## src/rtl/mem_target_pkg.sv

```systemverilog
// Shared types and helpers for the mem_target request/response memory.
// Word geometry comes from `WIDTH / `ADDR_WIDTH; MEM_TARGET_PARITY_EN adds a parity bit per word.
`ifndef WIDTH
`define WIDTH 8
`endif
`ifndef ADDR_WIDTH
`define ADDR_WIDTH 8
`endif

package mem_target_pkg;

    localparam int unsigned DATA_W              = `WIDTH;
    localparam int unsigned ADDR_W              = `ADDR_WIDTH;
    localparam int unsigned DEPTH               = 1 << ADDR_W;
    localparam int unsigned CNT_W               = 4;
    localparam int unsigned WAIT_CYCLES_DEFAULT = 2;

`ifdef MEM_TARGET_PARITY_EN
    localparam int unsigned WORD_W = DATA_W + 1;
`else
    localparam int unsigned WORD_W = DATA_W;
`endif

    typedef enum logic [1:0] {
        ST_IDLE = 2'd0,
        ST_WAIT = 2'd1,
        ST_RESP = 2'd2
    } state_t;

    // Request payload captured at acceptance.
    typedef struct packed {
        logic              wr;
        logic [ADDR_W-1:0] addr;
        logic [DATA_W-1:0] wdata;
`ifdef MEM_TARGET_PARITY_EN
        logic              inj;
`endif
    } req_t;

    // Bit that makes the total number of ones (data + parity) even.
    function automatic logic even_parity(input logic [DATA_W-1:0] d);
        return ^d;
    endfunction

endpackage

```

## src/rtl/mem_target_array.sv

```systemverilog
// Synchronous single-port word store; read data held until the next read.
// With MEM_TARGET_PARITY_EN each word carries a parity bit and reads flag a mismatch.
module mem_target_array
    import mem_target_pkg::*;
(
    input  logic              clk_i,
    input  logic              rst_i,
    input  logic              en,
    input  logic              we,
    input  logic [ADDR_W-1:0] addr,
    input  logic [WORD_W-1:0] wdata,
`ifdef MEM_TARGET_PARITY_EN
    output logic              err,
`endif
    output logic [DATA_W-1:0] rdata
);

    logic [WORD_W-1:0] mem [DEPTH];

    // Contents are deliberately never reset.
    always_ff @(posedge clk_i) begin
        if (en && we) begin
            mem[addr] <= wdata;
        end
    end

    always_ff @(posedge clk_i) begin
        if (rst_i) begin
            rdata <= '0;
        end else if (en && !we) begin
            rdata <= mem[addr][DATA_W-1:0];
        end
    end

`ifdef MEM_TARGET_PARITY_EN
    // Error is a single-cycle flag aligned with the read data update.
    always_ff @(posedge clk_i) begin
        if (rst_i) begin
            err <= 1'b0;
        end else begin
            err <= en && !we &&
                   (even_parity(mem[addr][DATA_W-1:0]) != mem[addr][DATA_W]);
        end
    end
`endif

endmodule

```

## src/rtl/mem_target.sv

```systemverilog
// Single-outstanding memory target: accept, wait WAIT_CYCLES, then one-cycle ready pulse.
// Optional parity storage/checking enabled by defining MEM_TARGET_PARITY_EN.
module mem_target
    import mem_target_pkg::*;
#(
    parameter int unsigned WAIT_CYCLES = WAIT_CYCLES_DEFAULT
) (
    input  logic              clk_i,
    input  logic              rst_i,
    input  logic              valid_i,
    input  logic              wr_rd,
    input  logic [ADDR_W-1:0] addr_i,
    input  logic [DATA_W-1:0] wdata_i,
`ifdef MEM_TARGET_PARITY_EN
    input  logic              parity_inj_i,
    output logic              err_o,
`endif
    output logic [DATA_W-1:0] rdata_o,
    output logic              ready_o
);

    state_t            state_q, state_d;
    logic [CNT_W-1:0]  cnt_q, cnt_d;
    req_t              req_q, req_d;
    req_t              req_in_c;
    req_t              cur_c;
    logic              resp_c;
    logic              ready_d;
    logic              mem_en_c;
    logic              mem_we_c;
    logic [ADDR_W-1:0] mem_addr_c;
    logic [WORD_W-1:0] mem_wdata_c;

    always_comb begin
        req_in_c       = '0;
        req_in_c.wr    = wr_rd;
        req_in_c.addr  = addr_i;
        req_in_c.wdata = wdata_i;
`ifdef MEM_TARGET_PARITY_EN
        req_in_c.inj   = parity_inj_i;
`endif
    end

    // State register
    always_ff @(posedge clk_i) begin
        if (rst_i) begin
            state_q <= ST_IDLE;
            cnt_q   <= '0;
            req_q   <= '0;
            ready_o <= 1'b0;
        end else begin
            state_q <= state_d;
            cnt_q   <= cnt_d;
            req_q   <= req_d;
            ready_o <= ready_d;
        end
    end

    // Next state; resp_c marks the edge that enters RESP
    always_comb begin
        state_d = state_q;
        cnt_d   = cnt_q;
        req_d   = req_q;
        resp_c  = 1'b0;
        case (state_q)
            ST_IDLE: begin
                if (valid_i) begin
                    req_d = req_in_c;
                    if (WAIT_CYCLES == 0) begin
                        state_d = ST_RESP;
                        resp_c  = 1'b1;
                    end else begin
                        state_d = ST_WAIT;
                        cnt_d   = CNT_W'(WAIT_CYCLES);
                    end
                end
            end
            ST_WAIT: begin
                if (cnt_q == CNT_W'(1)) begin
                    state_d = ST_RESP;
                    cnt_d   = '0;
                    resp_c  = 1'b1;
                end else begin
                    cnt_d = cnt_q - CNT_W'(1);
                end
            end
            ST_RESP: state_d = ST_IDLE;
            default: state_d = ST_IDLE;
        endcase
    end

    // Outputs: with zero wait the live request is used since nothing is latched yet
    always_comb begin
        mem_en_c    = 1'b0;
        mem_we_c    = 1'b0;
        mem_addr_c  = '0;
        mem_wdata_c = '0;
        ready_d     = resp_c;
        cur_c       = (state_q == ST_IDLE) ? req_in_c : req_q;
        if (resp_c && !rst_i) begin
            mem_en_c   = 1'b1;
            mem_we_c   = cur_c.wr;
            mem_addr_c = cur_c.addr;
`ifdef MEM_TARGET_PARITY_EN
            mem_wdata_c = {even_parity(cur_c.wdata) ^ cur_c.inj, cur_c.wdata};
`else
            mem_wdata_c = cur_c.wdata;
`endif
        end
    end

    mem_target_array u_array (
        .clk_i (clk_i),
        .rst_i (rst_i),
        .en    (mem_en_c),
        .we    (mem_we_c),
        .addr  (mem_addr_c),
        .wdata (mem_wdata_c),
`ifdef MEM_TARGET_PARITY_EN
        .err   (err_o),
`endif
        .rdata (rdata_o)
    );

endmodule

```

## config.mk

```make
export PLATFORM = sky130hd
export DESIGN_NAME = mem_target
export DESIGN_NICKNAME = d
export VERILOG_FILES = /design/src/rtl/mem_target_pkg.sv /design/src/rtl/mem_target_array.sv /design/src/rtl/mem_target.sv
export SDC_FILE = /design/constraint.sdc
export NUM_CORES = 2
export LEC_CHECK = 0
export CORE_MARGIN = 10
export CORE_UTILIZATION = 50
export DETAILED_ROUTE_END_ITERATION = 16
export PLACE_DENSITY = 0.67
export SYNTH_ARGS = -nofsm -noshare
export SYNTH_HDL_FRONTEND = slang
export SYNTH_SLANG_ARGS = --single-unit
```

## constraint.sdc

```tcl
create_clock -name clk_i -period 29.4 [get_ports clk_i]
set_input_delay 2.94 -clock clk_i [delete_from_list [all_inputs] [get_ports clk_i]]
set_output_delay 2.94 -clock clk_i [all_outputs]
set_load 0.005 [all_outputs]
```

==> flow_metrics.tcl <==
set metrics [dict create \
    status "complete, no violations" \
    cts_resized 0 \
    synthXorXnorAreaFrac_pct 0 \
    cp-endpoint "u_array.rdata[2]$_SDFFE_PP0P_" \
    grt_usage_pct 25.0 \
    cpMostUsedCell "buf_4" \
    clockBufferDepth 3 \
    drt_wl_total_mm 224 \
    syn-num-nets 4807 \
    vias 47400 \
    clockRootBuffer "clkbuf_16" \
    cp.required_ns 30.10 \
    path_max_fanout 59 \
    numCtsBuffers 199 \
    slowest_stage "nor4b_1" \
    start_kind "input pin" \
    path_cells "clkdlybuf4s50_1 -> buf_4 -> nor3b_4 -> o2111ai_4 -> buf_4 -> buf_4 -> buf_4 -> a22oi_1 -> a21oi_1 -> nor4_1 -> o22ai_1 -> nor4b_1 -> a41oi_1" \
    setup_tns_ns 0 \
    path_clk_slew_ns 0.06 \
    rows 145 \
    synth_edf_count 2048 \
    worstHoldPathType "flop to flop" \
    cts_tree "done" \
    fin_util_pct 55.9 \
    drv_cap 0 \
    peakVddDrop_mv 0.0566 \
    grt_max_degree 231 \
    fin_skew_ns 0.0551 \
    worstReg2RegStart "state_q[0]$_SDFFE_PP0P_" \
    worst_slew_pin_slew_ns 1.44 \
    finalNonFillerCells 7002 \
    slew_headroom_pct 4.02 \
    drc 0 \
    crit_type "input pin to flop" \
    drt-vias-per-instance 6.77 \
    clock_latency_ns 0.86 \
    synth-main-ff-cell "edfxtp_1" \
    grt_pass1_wl_mm 322 \
    route.met2.wl_mm 102 \
    synth_compound_area_share_pct 13.9 \
    numPortBuffers 28 \
    synth_warnings 0 \
    ys_seq_area_share_pct 78.7 \
    critical-path-max-stage-delay_ns 1.03 \
    cp-end-kind "flop" \
    ctsHoldBuffers 0 \
    fmaxAchievable_mhz 125 \
    die_w_um 417 \
    synth-simple-area-share_pct 3.82 \
    dp_worst_setup_slack_ns 20.73 \
    yosysUniqueCellTypes 74 \
    p_per_area_nw_per_um2 65.8 \
    dp_hpwl_mm 125 \
    grt_pass1_vias 45500 \
    ant_nets 0 \
    die_area_sq_um 174000 \
    m1WireLength_mm 84.8 \
    drt_iter0_drc 8150 \
    die_h_um 417 \
    syn_to_final_growth_pct 11.0 \
    gp_congestion 0.868 \
    syn-cell-area_sq_um 78900 \
    core_sq_um 157000 \
    fin_ws_ns 21.42 \
    globalRoute.totalOverflow 0 \
    synth-async-reset-ratio_pct 0 \
    synthAdderAreaFrac_pct 0.0317 \
    finalCritPeriodShare_pct 27.2 \
    drive_above_1_share_pct 10.6 \
    post-cts-setup-buffer-count 0 \
    ioPinCount 29 \
    route.met3.wl_mm 27.8 \
    reg2reg_slack_ns 23.33 \
    htreeDepth 4 \
    routed.top_layer "met5" \
    synthCells 4785 \
    hold_viol_final 0 \
    nNetsFinal 4807 \
    avgSynthCellArea_sq_um 16.5 \
    ys_ff_latch 2080 \
    start_util_pct 50.4 \
    p_leak_nw 30.2 \
    period_needed_ns 7.98 \
    wl_per_cell_um 32.0 \
    reg2reg_to "u_array.rdata[2]$_SDFFE_PP0P_" \
    cts.sinks 2080 \
    synth_mux_area_share_pct 1.22 \
    rr_worst_depth 11 \
    cp.arrival_ns 8.68 \
    setup_viol 0 \
    fin_hold_ws_ns 0.459 \
    synth_top_family_by_area "compound AO/OA/AOI/OAI gates" \
    dp_cells 6640 \
    slew_violations 0 \
    antenna_found_initial 9 \
    grt_setup_unrepaired "false" \
    critical_path.startpoint "rst_i" \
    first_pass_iters 9 \
]
## per-stage QoR
| stage | power, mW | area [sq um] |
|---|---|---|
| finish | 5.76 | 87600 |
| floorplan | 3.32 | 78900 |
| global placement | 3.35 | 81300 |
| CTS | 5.77 | 87500 |
| global route | 5.90 | 87600 |
| detailed placement | 3.35 | 81300 |
## cell type report
class	instances	area, sq um
Antenna cell	4	10.0
Clock buffer	254	5360
Tap cell	2058	2570
Sequential cell	2080	62100
Fill cell	11900	69000
Multi-Input combinational cell	2343	15200
Clock inverter	102	881
Timing Repair Buffer	156	1350
Inverter	5	18.8
## state kept, by name, indices dropped and copies added (netlist names)
signal / cells
cnt_q: 4
u_array.mem: 2048
state_q: 2
req_q: 17
ready_o: 1
u_array.rdata: 8
## worst max-delay path, delay by kind of cell
family	cells	cell delay, ns
buf+inv	5	2.08
simple gates	3	2.05
compound gates	5	1.47
## how the worst min path moves through the flow
stage,start,end,slack [ns],cells after the start
after detailed placement,req_q[16]$_SDFFE_PP0P_,req_q[16]$_SDFFE_PP0P_,0.45,2
after floorplan,req_q[16]$_SDFFE_PP0P_,req_q[16]$_SDFFE_PP0P_,0.44,2
after global routing,req_q[16]$_SDFFE_PP0P_,req_q[16]$_SDFFE_PP0P_,0.48,2
after global placement,req_q[6]$_SDFFE_PP0P_,req_q[6]$_SDFFE_PP0P_,0.44,2
final,req_q[16]$_SDFFE_PP0P_,req_q[16]$_SDFFE_PP0P_,0.46,2
after CTS,req_q[16]$_SDFFE_PP0P_,req_q[16]$_SDFFE_PP0P_,0.46,2
## Yosys cell counts, drive strengths merged, types with 5 or more instances
cell type | instances | share of area (%)
o31ai | 5 | 0.048
mux2i | 15 | 0.19
a2111oi | 18 | 0.20
o41ai | 7 | 0.078
nor3 | 56 | 0.36
dfxtp | 32 | 0.81
nand3 | 23 | 0.15
clkbuf | 101 | 0.48
o22ai | 97 | 0.77
a22o | 78 | 0.87
nor3b | 12 | 0.16
nor4 | 47 | 0.40
a22oi | 608 | 5.8
mux2 | 72 | 1.0
a221o | 29 | 0.37
nand2 | 241 | 1.1
a222oi | 55 | 0.70
nor2 | 267 | 1.3
a221oi | 99 | 1.1
buf | 256 | 1.8
o21a | 9 | 0.086
a211oi | 12 | 0.13
o21ai | 69 | 0.44
nand4 | 5 | 0.040
o211ai | 6 | 0.057
a31oi | 5 | 0.040
o21bai | 5 | 0.048
a21oi | 429 | 2.7
o31a | 5 | 0.055
edfxtp | 2048 | 78
o2111ai | 6 | 0.067
inv | 5 | 0.024
## logic make-up after synthesis
family,count (synthesis)
flops,2080
simple gates,683
mux,87
buf+inv,362
compound gates,1571
fa+ha+maj,2
## per-layer routing
metal / vias to the layer above / global-route usage, %
li1: 19600 / -
met1: 24000 / 34.6
met2: 3328 / 37.7
met3: 494 / 6.55
met4: 8 / 10.3
met5: - / 0
## placed cells by master (no fill, tap or decap), drive strengths merged, types with 12 or more instances in the layout
cell,netlist,routed
mux2,72,72
a222oi,55,55
a221o,29,29
clkinv,0,81
clkbuf,101,255
mux2i,15,15
o22ai,97,97
clkdlybuf4s50,0,28
buf,256,127
a21oi,429,429
nand3,23,23
a22oi,608,608
o21ai,69,69
dfxtp,32,32
edfxtp,2048,2048
nor3,56,56
a211oi,12,12
a2111oi,18,18
nor2,267,267
nor4,47,47
nor3b,12,12
a22o,78,78
bufinv,0,13
nand2,241,241
a221oi,99,99
## power breakdown
group          switching (mW)  internal (mW)
combinational          0.0525         0.0164
sequential            0.00414           3.21
clock                    1.08           1.40
total                    1.14           4.63
(Power assumes the default switching activity.)
